File: src/rtl/mc_ctrl_pkg.sv
// mc_ctrl_pkg
// Shared types and encodings for the multi-cycle MIPS control unit:
//   - state_t  : FSM state codes (also exported on the debug `state` port)
//   - iclass_t : instruction class produced by mc_decode, held in the class register
//   - opcode / funct constants of the supported instructions
//   - mux-select encodings for npc_sel, reg_dst, wd_sel and alu_op
//   - alu_ctl_for(): ALU-side selects for a class, shared by EXEC/MEM/WB so the
//     ALU inputs stay stable for as long as the instruction needs its result
package mc_ctrl_pkg;

   typedef enum logic [2:0] {
      ST_FETCH  = 3'd0,
      ST_DECODE = 3'd1,
      ST_EXEC   = 3'd2,
      ST_MEM    = 3'd3,
      ST_WB     = 3'd4,
      ST_TRAP   = 3'd5
   } state_t;

   typedef enum logic [3:0] {
      CL_NOP     = 4'd0,
      CL_ADDU    = 4'd1,
      CL_SUBU    = 4'd2,
      CL_JR      = 4'd3,
      CL_ORI     = 4'd4,
      CL_LUI     = 4'd5,
      CL_LW      = 4'd6,
      CL_SW      = 4'd7,
      CL_BEQ     = 4'd8,
      CL_JAL     = 4'd9,
      CL_ILLEGAL = 4'd10
   } iclass_t;

   // Opcodes (IR[31:26])
   localparam logic [5:0] OP_RTYPE = 6'b000000;
   localparam logic [5:0] OP_ORI   = 6'b001101;
   localparam logic [5:0] OP_LUI   = 6'b001111;
   localparam logic [5:0] OP_LW    = 6'b100011;
   localparam logic [5:0] OP_SW    = 6'b101011;
   localparam logic [5:0] OP_BEQ   = 6'b000100;
   localparam logic [5:0] OP_JAL   = 6'b000011;

   // R-type funct codes (IR[5:0])
   localparam logic [5:0] FN_NOP  = 6'b000000;
   localparam logic [5:0] FN_JR   = 6'b001000;
   localparam logic [5:0] FN_ADDU = 6'b100001;
   localparam logic [5:0] FN_SUBU = 6'b100011;

   // Next-PC select
   localparam logic [1:0] NPC_PC4    = 2'd0;
   localparam logic [1:0] NPC_BRANCH = 2'd1;
   localparam logic [1:0] NPC_JUMP   = 2'd2;
   localparam logic [1:0] NPC_REG    = 2'd3;

   // Register-file destination select
   localparam logic [1:0] DST_RT = 2'd0;
   localparam logic [1:0] DST_RD = 2'd1;
   localparam logic [1:0] DST_RA = 2'd2;

   // Register-file write-data select
   localparam logic [1:0] WD_ALU = 2'd0;
   localparam logic [1:0] WD_MEM = 2'd1;
   localparam logic [1:0] WD_PC4 = 2'd2;

   // ALU operation
   localparam logic [1:0] ALU_ADD = 2'd0;
   localparam logic [1:0] ALU_SUB = 2'd1;
   localparam logic [1:0] ALU_OR  = 2'd2;
   localparam logic [1:0] ALU_LUI = 2'd3;

   typedef struct packed {
      logic       alu_src;
      logic       ext_op;
      logic [1:0] alu_op;
   } alu_ctl_t;

   function automatic alu_ctl_t alu_ctl_for(input iclass_t c);
      alu_ctl_t a;
      a = '0;
      case (c)
         CL_ADDU: a.alu_op = ALU_ADD;
         CL_SUBU: a.alu_op = ALU_SUB;
         CL_ORI: begin
            a.alu_src = 1'b1;
            a.alu_op  = ALU_OR;
         end
         CL_LUI: begin
            a.alu_src = 1'b1;
            a.alu_op  = ALU_LUI;
         end
         CL_LW, CL_SW: begin
            a.alu_src = 1'b1;
            a.ext_op  = 1'b1;
            a.alu_op  = ALU_ADD;
         end
         CL_BEQ: begin
            // rs - rt compare; EXT sign-extends the offset for the branch target
            a.ext_op = 1'b1;
            a.alu_op = ALU_SUB;
         end
         default: a = '0;
      endcase
      return a;
   endfunction

endpackage

File: src/rtl/mc_decode.sv
// mc_decode
// Purely combinational instruction classifier, kept free of state so a later
// pipelined decoder can reuse it as-is.
// Ports:
//   opcode  in  6 : IR[31:26]
//   funct   in  6 : IR[5:0] (only meaningful for R-type)
//   iclass  out 4 : instruction class (iclass_t), CL_ILLEGAL for anything unsupported
module mc_decode
   import mc_ctrl_pkg::*;
(
   input  logic [5:0] opcode,
   input  logic [5:0] funct,
   output iclass_t    iclass
);

   always_comb begin
      iclass = CL_ILLEGAL;
      case (opcode)
         OP_RTYPE: begin
            case (funct)
               FN_ADDU: iclass = CL_ADDU;
               FN_SUBU: iclass = CL_SUBU;
               FN_JR:   iclass = CL_JR;
               FN_NOP:  iclass = CL_NOP;
               default: iclass = CL_ILLEGAL;
            endcase
         end
         OP_ORI:  iclass = CL_ORI;
         OP_LUI:  iclass = CL_LUI;
         OP_LW:   iclass = CL_LW;
         OP_SW:   iclass = CL_SW;
         OP_BEQ:  iclass = CL_BEQ;
         OP_JAL:  iclass = CL_JAL;
         default: iclass = CL_ILLEGAL;
      endcase
   end

endmodule

File: src/rtl/mc_ctrl.sv
// mc_ctrl
// Multi-cycle control FSM for the MIPS core. Sequences one shared datapath
// through FETCH / DECODE / EXEC / MEM / WB, traps on unsupported instructions,
// and counts retired instructions.
// Ports:
//   clk          in   1 : core clock, rising edge
//   reset        in   1 : synchronous reset, active-low
//   opcode       in   6 : IR[31:26]
//   funct        in   6 : IR[5:0]
//   zero         in   1 : ALU result == 0
//   mem_ack      in   1 : memory completed the current request this cycle
//   mem_req      out  1 : memory request, held until mem_ack
//   mem_we       out  1 : memory write qualifier (sw)
//   pc_en        out  1 : PC load
//   npc_sel      out  2 : next-PC select
//   ir_en        out  1 : IR load
//   reg_we       out  1 : register file write
//   reg_dst      out  2 : destination register select
//   wd_sel       out  2 : write-data select
//   alu_src      out  1 : ALU B operand select (0 = GPR[rt], 1 = EXT)
//   ext_op       out  1 : 0 = zero-extend, 1 = sign-extend
//   alu_op       out  2 : ALU operation
//   illegal      out  1 : core is in TRAP
//   state        out  3 : current state code (debug)
//   instr_count  out 32 : retired instruction count (wraps)
module mc_ctrl
   import mc_ctrl_pkg::*;
(
   input  logic        clk,
   input  logic        reset,
   input  logic [5:0]  opcode,
   input  logic [5:0]  funct,
   input  logic        zero,
   input  logic        mem_ack,
   output logic        mem_req,
   output logic        mem_we,
   output logic        pc_en,
   output logic [1:0]  npc_sel,
   output logic        ir_en,
   output logic        reg_we,
   output logic [1:0]  reg_dst,
   output logic [1:0]  wd_sel,
   output logic        alu_src,
   output logic        ext_op,
   output logic [1:0]  alu_op,
   output logic        illegal,
   output logic [2:0]  state,
   output logic [31:0] instr_count
);

   state_t      state_q, state_d;
   iclass_t     class_q;
   iclass_t     dec_class;
   logic [31:0] count_q;
   logic        retire;
   alu_ctl_t    alu_held;

   // Raw (pre-reset-gating) control outputs
   logic       mem_req_c, mem_we_c, pc_en_c, ir_en_c, reg_we_c, illegal_c;
   logic [1:0] npc_sel_c, reg_dst_c, wd_sel_c;
   alu_ctl_t   alu_c;

   mc_decode u_decode (
      .opcode (opcode),
      .funct  (funct),
      .iclass (dec_class)
   );

   assign alu_held = alu_ctl_for(class_q);

   // ---- state / class / retire registers ----
   always_ff @(posedge clk) begin
      if (!reset) begin
         state_q <= ST_FETCH;
         class_q <= CL_NOP;
         count_q <= '0;
      end else begin
         state_q <= state_d;
         if (state_q == ST_DECODE) class_q <= dec_class;
         if (retire)               count_q <= count_q + 32'd1;
      end
   end

   // ---- next state and control decode ----
   always_comb begin
      state_d   = state_q;
      retire    = 1'b0;
      mem_req_c = 1'b0;
      mem_we_c  = 1'b0;
      pc_en_c   = 1'b0;
      npc_sel_c = NPC_PC4;
      ir_en_c   = 1'b0;
      reg_we_c  = 1'b0;
      reg_dst_c = DST_RT;
      wd_sel_c  = WD_ALU;
      alu_c     = '0;
      illegal_c = 1'b0;

      case (state_q)
         ST_FETCH: begin
            mem_req_c = 1'b1;
            if (mem_ack) begin
               ir_en_c   = 1'b1;
               pc_en_c   = 1'b1;
               npc_sel_c = NPC_PC4;
               state_d   = ST_DECODE;
            end
         end

         ST_DECODE: begin
            // Transition uses the live decode; the class register captures it on this edge.
            case (dec_class)
               CL_NOP: begin
                  retire  = 1'b1;
                  state_d = ST_FETCH;
               end
               CL_ILLEGAL: state_d = ST_TRAP;
               default:    state_d = ST_EXEC;
            endcase
         end

         ST_EXEC: begin
            alu_c = alu_held;
            case (class_q)
               CL_ADDU, CL_SUBU, CL_ORI, CL_LUI: state_d = ST_WB;
               CL_LW, CL_SW:                     state_d = ST_MEM;
               CL_BEQ: begin
                  npc_sel_c = NPC_BRANCH;
                  pc_en_c   = zero;
                  retire    = 1'b1;
                  state_d   = ST_FETCH;
               end
               CL_JAL: begin
                  pc_en_c   = 1'b1;
                  npc_sel_c = NPC_JUMP;
                  reg_we_c  = 1'b1;
                  reg_dst_c = DST_RA;
                  wd_sel_c  = WD_PC4;
                  retire    = 1'b1;
                  state_d   = ST_FETCH;
               end
               CL_JR: begin
                  pc_en_c   = 1'b1;
                  npc_sel_c = NPC_REG;
                  retire    = 1'b1;
                  state_d   = ST_FETCH;
               end
               // NOP/ILLEGAL never reach EXEC; treat a corrupted class as a trap.
               default: state_d = ST_TRAP;
            endcase
         end

         ST_MEM: begin
            // ALU keeps computing the address: there is no address register in the datapath.
            alu_c     = alu_held;
            mem_req_c = 1'b1;
            mem_we_c  = (class_q == CL_SW);
            if (mem_ack) begin
               if (class_q == CL_SW) begin
                  retire  = 1'b1;
                  state_d = ST_FETCH;
               end else begin
                  state_d = ST_WB;
               end
            end
         end

         ST_WB: begin
            alu_c    = alu_held;
            reg_we_c = 1'b1;
            case (class_q)
               CL_ADDU, CL_SUBU: begin
                  reg_dst_c = DST_RD;
                  wd_sel_c  = WD_ALU;
               end
               CL_LW: begin
                  reg_dst_c = DST_RT;
                  wd_sel_c  = WD_MEM;
               end
               default: begin
                  reg_dst_c = DST_RT;
                  wd_sel_c  = WD_ALU;
               end
            endcase
            retire  = 1'b1;
            state_d = ST_FETCH;
         end

         ST_TRAP: illegal_c = 1'b1;

         default: state_d = ST_TRAP;
      endcase
   end

   // While reset is asserted every output is held quiet, so an aborted memory
   // write is withdrawn in the same cycle reset is applied.
   assign mem_req     = reset & mem_req_c;
   assign mem_we      = reset & mem_we_c;
   assign pc_en       = reset & pc_en_c;
   assign npc_sel     = reset ? npc_sel_c : 2'd0;
   assign ir_en       = reset & ir_en_c;
   assign reg_we      = reset & reg_we_c;
   assign reg_dst     = reset ? reg_dst_c : 2'd0;
   assign wd_sel      = reset ? wd_sel_c : 2'd0;
   assign alu_src     = reset & alu_c.alu_src;
   assign ext_op      = reset & alu_c.ext_op;
   assign alu_op      = reset ? alu_c.alu_op : 2'd0;
   assign illegal     = reset & illegal_c;
   assign state       = reset ? state_q : 3'd0;
   assign instr_count = reset ? count_q : 32'd0;

endmodule

File: config.mk
export PLATFORM = sky130hd
export DESIGN_NAME = mc_ctrl
export DESIGN_NICKNAME = d
export VERILOG_FILES = /design/src/rtl/mc_ctrl_pkg.sv /design/src/rtl/mc_decode.sv /design/src/rtl/mc_ctrl.sv
export SDC_FILE = /design/constraint.sdc
export NUM_CORES = 1
export LEC_CHECK = 0
export ABC_CLOCK_PERIOD_IN_PS = 4000
export BUFFER_PORTS_ARGS = -buffer_cell sky130_fd_sc_hd__buf_2
export CORE_ASPECT_RATIO = 0.9
export CORE_MARGIN = 2
export CORE_UTILIZATION = 58
export DETAILED_ROUTE_END_ITERATION = 8
export GPL_TIMING_DRIVEN = 0
export PLACE_DENSITY = 0.82
export SKIP_LAST_GASP = 1
export SLEW_MARGIN = 20
export SYNTH_ARGS = -nofsm -noshare
export SYNTH_HDL_FRONTEND = slang
export SYNTH_SLANG_ARGS = --single-unit
File: constraint.sdc
create_clock -name clk -period 4 [get_ports clk]
set_input_delay 0.4 -clock clk [delete_from_list [all_inputs] [get_ports clk]]
set_output_delay 0.4 -clock clk [all_outputs]
set_load 0.005 [all_outputs]
Word level (Yosys, flattened, before mapping)
Cells that the tools add are included.

cells by class
  add/subtract/negate cells = 1
  equality and inequality tests = 26
  multiplexer cells = 39
  bitwise logic cells = 9
  reduce and logical (&&, ||, !) cells = 15

operators by type and width
  kind                                                             number
  32-bit by 1-bit adder with 32-bit output, second input constant  1
  32-bit two-way mux                                               1
  4-bit case mux with 7 select lines                               1
  6-bit == test, second input constant                             4
  6-bit by 4-bit == test with 1-bit output, second input constant  3
  3-bit case mux with 6 select lines                               1
  4-bit by 3-bit == test with 1-bit output, second input constant  4
  4-bit case mux with 4 select lines                               1
  1-bit two-way mux                                                14
  4-bit == test, second input constant                             3
  6-bit logical NOT                                                2
  2-bit two-way mux                                                6
  3-bit two-way mux                                                4
  2-bit case mux with 3 select lines                               2
  2-bit OR reduction                                               5
  3-bit case mux with 3 select lines                               1
  3-bit OR reduction                                               3
  1-bit AND                                                        8
  4-bit by 2-bit == test with 1-bit output, second input constant  2
  2-bit case mux with 2 select lines                               2
  4-bit OR reduction                                               2
  3-bit by 2-bit == test with 1-bit output, second input constant  2
  3-bit == test, second input constant                             2
  6-bit by 2-bit == test with 1-bit output, second input constant  1
  other kinds (12)                                                 15

storage, ports and cells
  register bits after elaboration = 39
  input bits = 16

Depth between registers and ports, before layout
Gate-level depths: netlist (run 1).

  depth in word-level cells = 6
  depth in mapped cells = 9
  gate-level depth less buffers = 6

By module
A second synthesis (run 1) with hierarchy kept.

second synthesis, totals
  cells, all modules = 350
  area total of the unflattened synthesis = 2696.3 um^2

by module, submodules not included
  module     instances  cells each  area an instance (um^2)
  mc_ctrl    1          324         2512.4
  mc_decode  1          26          183.9

Least setup slack after synthesis (run 1)
Ideal clock, no wire load.

  path type = input to register
  start = input opcode[0]
  end = register count_q[29]
  data arrival time = 2.154 ns
  required time = 3.877 ns
  setup slack = 1.723 ns
  stages = 6
  buffers on the path = 1
  path through = or4_4 > and4bb_2 > a21oi_4 > buf_6 > nor4_1 > mux2_1

on the way
  word-level cells in the longest chain between the ends = 5
  elaborated cells on any way between the ends = 11

RTL lines
  what                                                              line             RTL
  start: declaration                                                mc_ctrl.sv:31    input logic [5:0] opcode,
  6-bit by 2-bit == test with 1-bit output (tied with other cells)  mc_decode.sv:18  case (opcode)
  4-bit case mux with 7 select lines (*)                            mc_decode.sv:18
  4-bit logical NOT (*)                                             mc_ctrl.sv:112   case (dec_class)
  1-bit two-way mux (*)                                             mc_ctrl.sv:112
  1-bit case mux with 4 select lines (*)                            mc_ctrl.sv:99    case (state_q)
  end signal: assignment                                            mc_ctrl.sv:80    if (retire) count_q <= count_q + 32'd1;
  end: declaration                                                  mc_ctrl.sv:54    logic [31:0] count_q;

Every way passes the cells marked *; elsewhere a longest branch is shown, timed or not.
A chain may end at the register's enable or synchronous reset.

Final worst setup path (run 1)
  start = register class_q[2]
  end = register count_q[29]

on the way
  word-level cells in the longest chain between the ends = 4
  elaborated cells on any way between the ends = 9

RTL lines
  what                                                                      line                            RTL
  start: declaration                                                        mc_ctrl.sv:52                   iclass_t class_q;
  start signal: assignment                                                  mc_ctrl.sv:79                   if (state_q == ST_DECODE) class_q <= dec_class;
  4-bit by 2-bit == test with 1-bit output (tied with other cells)          mc_ctrl.sv:124                  case (class_q)
  3-bit OR reduction (no line) / 1-bit two-way mux (equally long branches)  --
  1-bit two-way mux (on tied branches)                                      mc_ctrl.sv:124, mc_ctrl.sv:158
  1-bit case mux with 4 select lines (*)                                    mc_ctrl.sv:99

Marked as above.

==> load_flow_metrics.sql, run 1 <==
INSERT INTO impl_metrics (metric_group, metric, value, unit) VALUES
('clock_tree', 'cts_resized', '0', ''),
('critical_path', 'endpoint_kind_of_the_worst_setup_timing_path', 'flip-flop', ''),
('route', 'detail_route.iter0.violations', '173', ''),
('status', 'outcome', 'finished clean', ''),
('clock_tree', 'htree_levels', '2', ''),
('critical_path', 'startpoint_kind_of_the_worst_setup_timing_path', 'flip-flop', ''),
('clock_tree', 'cts.root.buffer_cell', 'clkbuf_8', ''),
('route', 'post_drt_wl_per_cell', '14.69', 'um'),
('layout', 'postLayoutCoreUtil', '72.61', '%'),
('sta', 'setup_violations', '0', ''),
('clock_tree', 'tritoncts_num_sinks', '39', ''),
('sta', 'layout_worst_path_cycle_share', '59.78', '%'),
('place', 'portBuffers', '66', ''),
('place', 'dpl-instance-area', '3163', 'um2'),
('global_route', 'vias_in_the_first_global_route', '2652', ''),
('layout', 'antenna_cells_inserted', '0', ''),
('layout', 'net_count_of_the_finished_layout', '448', ''),
('clock_tree', 'tritoncts', 'built', ''),
('floorplanning', 'std_cell_rows', '23', ''),
('sta', 'rsz0062_at_grt', 'false', ''),
('critical_path', 'timing.critical_path.slowest_stage_cell', 'or4_1', ''),
('logic_synthesis', 'synth-edff-count', '0', ''),
('logic_synthesis', 'netlist_instances', '358', ''),
('global_route', 'number_of_antenna_violations_at_the_first_check_in_global_routing', '0', ''),
('clock_tree', 'numCtsBuffers', '5', ''),
('pwr', 'power_density_cells', '351.0', 'nW/um2'),
('floorplanning', 'die_y', '69.39', 'um'),
('logic_synthesis', 'yosys.cell_types.count', '57', ''),
('logic_synthesis', 'synth.yosys.warnings', '0', ''),
('route', 'num_vias', '2981', ''),
('pwr', 'power.static_leakage', '1.303', 'nW'),
('critical_path', 'path_cells', 'nand3b_1 > or4_1 > o211ai_4 > a21oi_4 > buf_6 > nor4_1 > mux2_1', ''),
('floorplanning', 'design.die.area', '5318', 'um2'),
('route', 'detail_route.first_pass.iterations', '4', ''),
('pwr', 'peakVddDrop', '0.2107', 'mV'),
('logic_synthesis', 'synthArstFlopShare', '0', '%'),
('sta', 'slew_headroom', '49.93', '%'),
('route', 'antenna_left', '0', ''),
('logic_synthesis', 'synth_seq_cells', '39', ''),
('floorplanning', 'core_area', '4518', 'um2'),
('floorplanning', 'die_x', '76.65', 'um'),
('layout', 'instances_no_fill', '494', ''),
('clock_tree', 'ctsHoldBuffers', '0', ''),
('worst_hold_path', 'worst_hold_path.num_cells', '2', ''),
('layout', 'fillerInstances', '390', ''),
('worst_hold_path', 'min_to', 'count_q[31]', ''),
('critical_path', 'cp_max_fo', '10', ''),
('critical_path', 'regToRegEndpoint', 'count_q[29]', ''),
('global_route', 'global_route.usage.total', '27.47', '%'),
('sta', 'finalHoldViolations', '0', ''),
('critical_path', 'reg2reg_setup_slack', '1.61', 'ns'),
('layout', 'flow.area_growth_from_synthesis', '19.07', '%'),
('logic_synthesis', 'synth_top_cells_by_area', 'dfxtp_1, and2_1, a21oi_1', ''),
('logic_synthesis', 'yosysTopAreaCell', 'dfxtp_1', ''),
('route', 'route.detailed.vias_per_inst', '6.034', ''),
('clock_tree', 'path_clk_slew', '0.07', 'ns'),
('sta', 'finalMaxSlewViolations', '0', ''),
('worst_hold_path', 'holdCritPathClass', 'flip-flop to flip-flop', ''),
('route', 'postRouteWirelength', '7258', 'um'),
('sta', 'finalCriticalPeriod', '2.391', 'ns'),
('global_route', 'grt_pass1_wl', '12250', 'um'),
('sta', 'final.setup.tns', '0', 'ns'),
('critical_path', 'worst_ep_arrival_time', '2.57', 'ns'),
('clock_tree', 'postCtsSetupBuffers', '0', ''),
('route', 'drc', '0', ''),
('logic_synthesis', 'syn-cell-area', '2755', 'um2'),
('floorplanning', 'design.portCount', '67', ''),
('critical_path', 'timing.critical_path.slowest_cell_delay', '0.61', 'ns'),
('layout', 'post_route_cells_drive_above_1_share', '22.92', '%'),
('critical_path', 'worst_r2r_path_depth', '7', ''),
('layout', 'post-route-cell-area', '3281', 'um2');
-- sequential cells by signal, indices dropped and copies added, names as in the netlist --
name / flops
count_q: 32
class_q: 4
state_q: 3
-- kinds of logic after synthesis --
logic type / Yosys count / share of synthesized area, %
simple gates: 186 / 39.69
compound gates: 92 / 22.30
flops: 39 / 28.34
buf+inv: 30 / 5.812
xor+xnor: 6 / 1.908
mux: 3 / 1.135
fa+ha+maj: 2 / 0.8174
-- layout by cell type, fill, tap and decap left out, types with 2 or more instances in the layout --
cell type and instances:
or4_1 21, nor2_1 17, clkinv_1 2, nand2b_1 5
or3_1 11, a21oi_1 40, buf_4 2, nand3b_1 3
inv_1 5, dfxtp_1 39, buf_6 3, mux2i_1 2
xnor2_1 3, nand4_1 7, and4_1 5, o22ai_1 2
nor4b_1 2, o31ai_1 21, nor4_1 5, xor2_1 3
clkbuf_1 11, or4_4 2, nor3_1 7, clkbuf_8 7
and3_1 6, nand3_1 14, nand2_1 32, and2_1 35
nor2b_1 5, buf_2 71, o21ai_0 16
-- worst max-delay path: cells and delay by family (launching register included) --
kind	cells	cell delay, ns
AOI/OAI and AO/OA	2	0.21
DFF	1	0.38
buffers and inverters	1	0.18
and+or+nand+nor	3	1.15
muxes	1	0.36
-- synthesized netlist by cell type (6+ instances only) --
master    count
or3_1        11
o21ai_0      16
nand2_1      32
dfxtp_1      39
and2_1       35
and3_1        6
nor2_1       17
nand3_1      14
nor3_1        7
or4_1        21
a21oi_1      40
nand4_1       7
clkbuf_1     11
o31ai_1      21
-- worst max path at each step --
stage,from,to,slack [ns],cells after the start
floorplan,opcode[0],count_q[29],1.72,6
global placement,opcode[0],count_q[1],1.47,9
detailed placement,opcode[2],count_q[29],1.41,7
CTS,class_q[2],count_q[29],1.60,7
global route,state_q[2],wd_sel[1],1.48,7
finish,class_q[2],count_q[29],1.61,7
-- report_power, final --
group / total, mW / switching [mW] / internal, mW
combinational: 0.376 / 0.233 / 0.143
clock: 0.340 / 0.138 / 0.202
sequential: 0.436 / 0.0259 / 0.411
total: 1.15 / 0.397 / 0.755
-- routing by layer --
| metal | track usage, % | vias up | share of wire (%) |
|---|---|---|---|
| li1 | - | 1486 | - |
| met1 | 40.57 | 1405 | 49 |
| met2 | 42.28 | 83 | 45 |
| met3 | 4.167 | 7 | 4.8 |
| met4 | 6.061 | 0 | 0.81 |
| met5 | 0 | - | 0 |
-- area by class of cell --
type | count | area [um2] | share of cell area, %
multi-input combinational | 289 | 1814 | 55.30
tap | 62 | 77.57 | 2.365
clock buffer | 6 | 82.58 | 2.517
inverter | 7 | 26.28 | 0.8009
clock inverter | 2 | 35.03 | 1.068
sequential | 39 | 780.7 | 23.80
timing repair buffer | 66 | 330.3 | 10.07
buffer | 23 | 133.9 | 4.081
-- through the flow --
step / total power, mW / setup WS, ns / hold slack, ns
final: 1.152 / 1.609 / 0.4776
after floorplan: 0.7136 / 1.723 / 0.4473
after global routing: 1.211 / 1.480 / 0.5073
after global placement: 0.8088 / 1.466 / 0.4591
after CTS: 1.152 / 1.600 / 0.4752
after detailed placement: 0.8145 / 1.412 / 0.4660
Power figures use the tool's default switching activity.
==> run 2, diff against run 1 <==
ABC_AREA = 1   (was unset)
ABC_CLOCK_PERIOD_IN_PS = 2250   (was 4000)
CORE_UTILIZATION = 56   (was 58)
PLACE_DENSITY = 0.78   (was 0.82)
clock period = 2.25 ns   (was 4 ns; I/O delays follow)
==> load_flow_metrics.sql, run 2 <==
INSERT INTO impl_metrics (metric_group, metric, value, unit) VALUES
('status', 'outcome', 'finished clean', ''),
('layout', 'most-common-layout-cells', 'nand2_1, inv_1, nor2_1', ''),
('floorplanning', 'std_cell_rows', '25', ''),
('sta', 'final.setup.tns', '0', 'ns'),
('route', 'detail_route.first_pass.iterations', '5', ''),
('clock_tree', 'cts.root.buffer_cell', 'clkbuf_8', ''),
('logic_synthesis', 'synth-seq-area-share', '24.73', '%'),
('route', 'detail_route.iter0.violations', '221', ''),
('clock_tree', 'clk_latency', '0.30', 'ns'),
('sta', 'layout_worst_path_cycle_share', '85.24', '%'),
('place', 'place.gp.congestion', '0.9301', ''),
('layout', 'mostFrequentLayoutCell', 'nand2_1', ''),
('clock_tree', 'numCtsBuffers', '5', ''),
('logic_synthesis', 'synthArstFlopShare', '0', '%'),
('clock_tree', 'tritoncts_num_sinks', '39', ''),
('logic_synthesis', 'prevailing_post_synth_register_cell', 'dfxtp_1', ''),
('layout', 'post-route-cell-area', '3684', 'um2'),
('floorplanning', 'initial_util', '59.02', '%'),
('clock_tree', 'ctsHoldBuffers', '0', ''),
('worst_hold_path', 'worst_hold_path.num_cells', '6', ''),
('route', 'antenna_left', '0', ''),
('critical_path', 'endpoint_kind_of_the_worst_setup_timing_path', 'flip-flop', ''),
('critical_path', 'worst_ep_arrival_time', '2.15', 'ns'),
('clock_tree', 'path_clk_slew', '0.08', 'ns'),
('clock_tree', 'tritoncts', 'built', ''),
('logic_synthesis', 'syn-cell-area', '3157', 'um2'),
('critical_path', 'worstSetupPathType', 'flip-flop to flip-flop', ''),
('logic_synthesis', 'yosysTopAreaCell', 'dfxtp_1', ''),
('clock_tree', 'cts_buffer_depth', '2', ''),
('layout', 'flow.area_growth_from_synthesis', '16.69', '%'),
('logic_synthesis', 'synth_net_count', '565', ''),
('pwr', 'power.static_leakage', '1.926', 'nW'),
('clock_tree', 'htree_levels', '2', ''),
('layout', 'post_route_cells_drive_above_1_share', '16.59', '%'),
('clock_tree', 'postCtsSetupBuffers', '0', ''),
('layout', 'top_register', 'count_q', ''),
('pwr', 'peakVddDrop', '0.4349', 'mV'),
('layout', 'layout_top_registers', 'count_q: 32 flops, class_q: 4 flops, state_q: 3 flops', ''),
('clock_tree', 'cts_resized', '0', ''),
('sta', 'finalMaxSlewViolations', '0', ''),
('global_route', 'grt_pass1_wl', '14190', 'um'),
('route', 'drc', '0', ''),
('critical_path', 'cp_max_fo', '5', ''),
('logic_synthesis', 'synth_seq_cells', '39', ''),
('sta', 'achievable-frequency', '521.4', 'MHz'),
('logic_synthesis', 'synth_top_cells_by_area', 'dfxtp_1, nand2_1, inv_1', ''),
('sta', 'final.setup.worst_slack', '0.3320', 'ns'),
('logic_synthesis', 'post-synth-top-area-fraction', '24.73', '%'),
('floorplanning', 'core_area', '5349', 'um2'),
('sta', 'clock-skew-final', '0.01239', 'ns'),
('place', 'post_dp_hpwl', '6788', 'um'),
('layout', 'net_count_of_the_finished_layout', '637', ''),
('floorplanning', 'design.die.area', '6254', 'um2'),
('logic_synthesis', 'synth.yosys.warnings', '0', ''),
('global_route', 'grt_start_max_net_pins', '13', ''),
('logic_synthesis', 'postSynthAreaPerCell', '5.761', 'um2'),
('global_route', 'vias_in_the_first_global_route', '3088', ''),
('pwr', 'power_density_cells', '572.1', 'nW/um2'),
('sta', 'timing_worst_slew_pin_value', '0.5863', 'ns'),
('logic_synthesis', 'netlist_instances', '548', ''),
('run', 'maxCapViolations', '0', ''),
('critical_path', 'startpoint_kind_of_the_worst_setup_timing_path', 'flip-flop', ''),
('worst_hold_path', 'holdCritPathClass', 'input port to flip-flop', ''),
('place', 'dpl-instance-area', '3566', 'um2'),
('global_route', 'global_route.usage.total', '27.66', '%'),
('floorplanning', 'die_y', '75.23', 'um'),
('floorplanning', 'die_x', '83.14', 'um'),
('logic_synthesis', 'synth.cells.most_frequent', 'nand2_1, inv_1, nor2_1', ''),
('layout', 'largest_register_ffs', '32', ''),
('logic_synthesis', 'synth-edff-count', '0', ''),
('sta', 'slew_headroom', '60.77', '%'),
('floorplanning', 'design.portCount', '67', ''),
('sta', 'finalHoldViolations', '0', ''),
('sta', 'finalCriticalPeriod', '1.918', 'ns'),
('pwr', 'totalPowerFinal', '2.107', 'mW'),
('place', 'portBuffers', '65', ''),
('logic_synthesis', 'post-synth-top-count-cell', 'nand2_1', ''),
('route', 'num_vias', '3630', ''),
('critical_path', 'worstPathRequired', '2.48', 'ns'),
('layout', 'antenna_cells_inserted', '0', ''),
('sta', 'timing.hold.ws', '0.3633', 'ns'),
('route', 'post_drt_wl_per_cell', '12.52', 'um'),
('global_route', 'globalRouteOverflowTotal', '0', ''),
('logic_synthesis', 'yosys.cell_types.count', '31', ''),
('place', 'post-place-ws', '0.3820', 'ns'),
('sta', 'rsz0062_at_grt', 'false', ''),
('global_route', 'number_of_antenna_violations_at_the_first_check_in_global_routing', '0', ''),
('route', 'postRouteWirelength', '8613', 'um'),
('critical_path', 'worst_r2r_path_depth', '8', ''),
('sta', 'setup_violations', '0', ''),
('route', 'route.detailed.vias_per_inst', '5.276', '');
==> run 2: stage by stage <==
step	std cells	util, %
3_5_place_dp	680	66.67
5_1_grt	688	68.87
4_1_cts	688	68.87
2_1_floorplan	548	-
3_3_place_gp	680	66.67
6_report	688	68.87
==> run 2: area by class of cell <==
type | count | area (um2)
Buffer | 20 | 101.3
Clock buffer | 6 | 82.58
Clock inverter | 2 | 35.03
Fill cell | 553 | 1665
Inverter | 89 | 334.1
Multi-Input combinational cell | 400 | 1941
Sequential cell | 39 | 780.7
Tap cell | 67 | 83.83
Timing Repair Buffer | 65 | 325.3
==> run 2: routing by layer <==
metal	global-route usage [%]	vias up	share of wire (%)
met1	41.24	1648	50
met2	42.92	132	43
met3	4.167	6	6.6
met5	0	-	0
li1	-	1844	-
met4	5.282	0	0.69
==> run 2: worst max-delay path, stage by stage, from the launching register on <==
cell and delay [ns]:
dfxtp_1 0.45, ha_1 0.29, nand3_1 0.22, inv_1 0.11
nand2_1 0.12, nor3_1 0.33, xor2_1 0.17, nand2_1 0.06
a21oi_1 0.11
==> run 2: where the power goes <==
part | switching, mW | internal, mW | leakage [nW]
combinational | 0.453 | 0.215 | 1.55
sequential | 0.0659 | 0.742 | 0.316
clock | 0.272 | 0.359 | 0.0612
total | 0.791 | 1.32 | 1.93
==> run 2: path summary, 6_finish.rpt <==
kind | startpoint | endpoint | slack (ns)
max | count_q[0] | count_q[24] | 0.33
min | mem_ack | state_q[1] | 0.36
max reg2reg | count_q[0] | count_q[24] | 0.33
min reg2reg | count_q[31] | count_q[31] | 0.52
==> run 2: cell families after synthesis <==
logic type                 synth area share (%)
DFF                                       24.73
buffers and inverters                     13.79
adders and majority gates                0.3963
and+or+nand+nor                           44.51
AOI/OAI and AO/OA                         8.244
xor gates and xnor gates                  8.323
==> run 3, diff against run 2 <==
SYNTH_HIERARCHICAL = 1   (was unset)
==> load_flow_metrics.sql, run 3 <==
INSERT INTO impl_metrics (metric_group, metric, value, unit) VALUES
('status', 'outcome', 'finished clean', ''),
('route', 'route.detailed.vias_per_inst', '5.284', ''),
('logic_synthesis', 'syn-cell-area', '3159', 'um2'),
('layout', 'mostFrequentLayoutCell', 'nand2_1', ''),
('logic_synthesis', 'synth-seq-area-share', '24.71', '%'),
('route', 'antenna_left', '0', ''),
('pwr', 'peakVddDrop', '0.3228', 'mV'),
('critical_path', 'worst_ep_arrival_time', '1.67', 'ns'),
('place', 'place.gp.congestion', '0.8989', ''),
('clock_tree', 'tritoncts', 'built', ''),
('critical_path', 'worst_setup_path_endpoint', 'pc_en', ''),
('route', 'postRouteWirelength', '8766', 'um'),
('floorplanning', 'design.portCount', '67', ''),
('worst_hold_path', 'holdCritPathClass', 'input port to flip-flop', ''),
('critical_path', 'worstPathRequired', '2.03', 'ns'),
('clock_tree', 'clk_latency', '0.30', 'ns'),
('sta', 'finalMaxSlewViolations', '0', ''),
('layout', 'largest_register_ffs', '32', ''),
('floorplanning', 'std_cell_rows', '25', ''),
('global_route', 'grt_start_max_net_pins', '12', ''),
('logic_synthesis', 'yosysTopAreaCell', 'dfxtp_1', ''),
('pwr', 'totalPowerFinal', '1.690', 'mW'),
('sta', 'layout_worst_path_cycle_share', '84.02', '%'),
('route', 'post_drt_wl_per_cell', '12.45', 'um'),
('floorplanning', 'core_area', '5349', 'um2'),
('critical_path', 'reg2reg_setup_slack', '0.37', 'ns'),
('floorplanning', 'design.die.area', '6259', 'um2'),
('layout', 'instances_no_fill', '704', ''),
('critical_path', 'crit_path_start', 'state_q[0]', ''),
('critical_path', 'worst_r2r_path_depth', '8', ''),
('sta', 'slew_headroom', '59.43', '%'),
('sta', 'rsz0062_at_grt', 'false', ''),
('global_route', 'number_of_antenna_violations_at_the_first_check_in_global_routing', '0', ''),
('global_route', 'top_usage_layer', 'met2', ''),
('sta', 'finalHoldViolations', '0', ''),
('place', 'post-place-cells', '696', ''),
('layout', 'layout_top_registers', 'count_q: 32 flops, class_q: 4 flops, state_q: 3 flops', ''),
('floorplanning', 'die_y', '75.26', 'um'),
('place', 'post_dp_hpwl', '6695', 'um'),
('logic_synthesis', 'synth_net_count', '580', ''),
('route', 'num_vias', '3720', ''),
('clock_tree', 'cts_resized', '0', ''),
('floorplanning', 'die_x', '83.18', 'um'),
('pwr', 'power.static_leakage', '1.837', 'nW'),
('logic_synthesis', 'synth_seq_cells', '39', ''),
('layout', 'most-common-layout-cells', 'nand2_1, nor2_1, inv_1', ''),
('critical_path', 'regToRegEndpoint', 'count_q[22]', ''),
('global_route', 'grt.met3_usage', '4.715', '%'),
('logic_synthesis', 'synth.cells.most_frequent', 'nand2_1, nor2_1, inv_1', ''),
('sta', 'final.setup.tns', '0', 'ns'),
('critical_path', 'cp_max_fo', '9', ''),
('route', 'drc', '0', ''),
('route', 'detail_route.iter0.violations', '265', ''),
('sta', 'achievable-frequency', '529.0', 'MHz'),
('run', 'maxCapViolations', '0', ''),
('logic_synthesis', 'post-synth-top-area-fraction', '24.71', '%'),
('clock_tree', 'cts_buffer_depth', '2', ''),
('critical_path', 'startpoint_kind_of_the_worst_setup_timing_path', 'flip-flop', ''),
('sta', 'finalCriticalPeriod', '1.890', 'ns'),
('global_route', 'global_route.usage.total', '28.16', '%'),
('layout', 'post_route_cells_drive_above_1_share', '17.27', '%'),
('logic_synthesis', 'synth_top_cells_by_area', 'dfxtp_1, nand2_1, nor2_1', ''),
('clock_tree', 'ctsHoldBuffers', '0', ''),
('logic_synthesis', 'synth.yosys.warnings', '6', ''),
('layout', 'net_count_of_the_finished_layout', '653', ''),
('logic_synthesis', 'yosys.cell_types.count', '33', ''),
('logic_synthesis', 'post-synth-top-count-cell', 'nand2_1', ''),
('logic_synthesis', 'prevailing_post_synth_register_cell', 'dfxtp_1', ''),
('pwr', 'power_density_cells', '462.3', 'nW/um2'),
('floorplanning', 'initial_util', '59.06', '%'),
('clock_tree', 'tritoncts_num_sinks', '39', ''),
('critical_path', 'critical_path.reg2reg.startpoint', 'count_q[0]', ''),
('clock_tree', 'path_clk_slew', '0.08', 'ns'),
('global_route', 'vias_in_the_first_global_route', '3031', ''),
('logic_synthesis', 'postSynthAreaPerCell', '5.612', 'um2'),
('critical_path', 'endpoint_kind_of_the_worst_setup_timing_path', 'output port', ''),
('global_route', 'globalRouteOverflowTotal', '0', ''),
('sta', 'clock-skew-final', '0.01059', 'ns'),
('sta', 'timing_worst_slew_pin_value', '0.6085', 'ns'),
('place', 'portBuffers', '66', ''),
('global_route', 'grt.met2_usage', '44.71', '%'),
('layout', 'flow.area_growth_from_synthesis', '15.68', '%'),
('clock_tree', 'cts.root.buffer_cell', 'clkbuf_8', ''),
('route', 'detail_route.first_pass.iterations', '5', ''),
('logic_synthesis', 'synth-edff-count', '0', ''),
('logic_synthesis', 'synthArstFlopShare', '0', '%'),
('global_route', 'grt_pass1_wl', '14240', 'um'),
('layout', 'antenna_cells_inserted', '0', ''),
('clock_tree', 'postCtsSetupBuffers', '0', ''),
('clock_tree', 'numCtsBuffers', '5', ''),
('logic_synthesis', 'netlist_instances', '563', ''),
('sta', 'setup_violations', '0', ''),
('critical_path', 'worstSetupPathType', 'flip-flop to output port', ''),
('global_route', 'grtUsageMet1', '39.35', '%'),
('layout', 'top_register', 'count_q', ''),
('clock_tree', 'htree_levels', '2', '');
[run 3: final cells by class]
cell class | instances | area (um2)
clock inverters | 1 | 5.005
fillers | 522 | 1694
plain buffers | 19 | 111.4
clock buffers | 7 | 76.32
well taps | 67 | 83.83
inverters | 81 | 304.0
multi-input cells | 424 | 1963
flip-flops and latches | 39 | 780.7
repair buffers | 66 | 330.3
[run 3: worst min-delay path by stage]
stage | start | endpoint | cells past startpoint
floorplan | reset | count_q[10] | 2
global placement | class_q[3] | class_q[3] | 2
detailed placement | class_q[3] | class_q[3] | 2
CTS | reset | count_q[10] | 3
global route | reset | count_q[10] | 3
finish | reset | state_q[2] | 3
[run 3: critical path, cell delays in order (launching register included)]
cell and delay [ns]:
dfxtp_1 0.30, buf_4 0.16, nor2_1 0.11, inv_2 0.06
nor2_4 0.19, nand2_4 0.13, o21bai_1 0.17, a21oi_1 0.11
buf_2 0.13
[run 3: routing by layer]
metal	wire length (um)	share of wire (%)
met5	0	0
met4	160	1.8
met2	3699	42
met1	4319	49
met3	586	6.7
[run 3: cells by family after synthesis]
| family | after synthesis | synth area share, % |
|---|---|---|
| and+or+nand+nor | 357 | 49.62 |
| buffers and inverters | 100 | 13.15 |
| AOI/OAI and AO/OA | 57 | 9.624 |
| DFF | 39 | 24.71 |
| xor gates and xnor gates | 9 | 2.495 |
| adders and majority gates | 1 | 0.3960 |
[run 3: through the flow]
step	hold WS, ns	instance area (um2)	worst slack, ns	utilization, %
6_report	0.2955	3655	0.3596	68.33
5_1_grt	0.3124	3655	0.2105	68.33
4_1_cts	0.2922	3655	0.3669	68.33
3_5_place_dp	0.4865	3573	0.1705	66.81
3_3_place_gp	0.4789	3573	0.2282	66.81
2_1_floorplan	0.4082	3159	0.6005	-
[run 3: where the power goes]
part	internal (mW)	switching, mW
logic	0.149	0.310
clock network	0.218	0.259
registers	0.719	0.0340
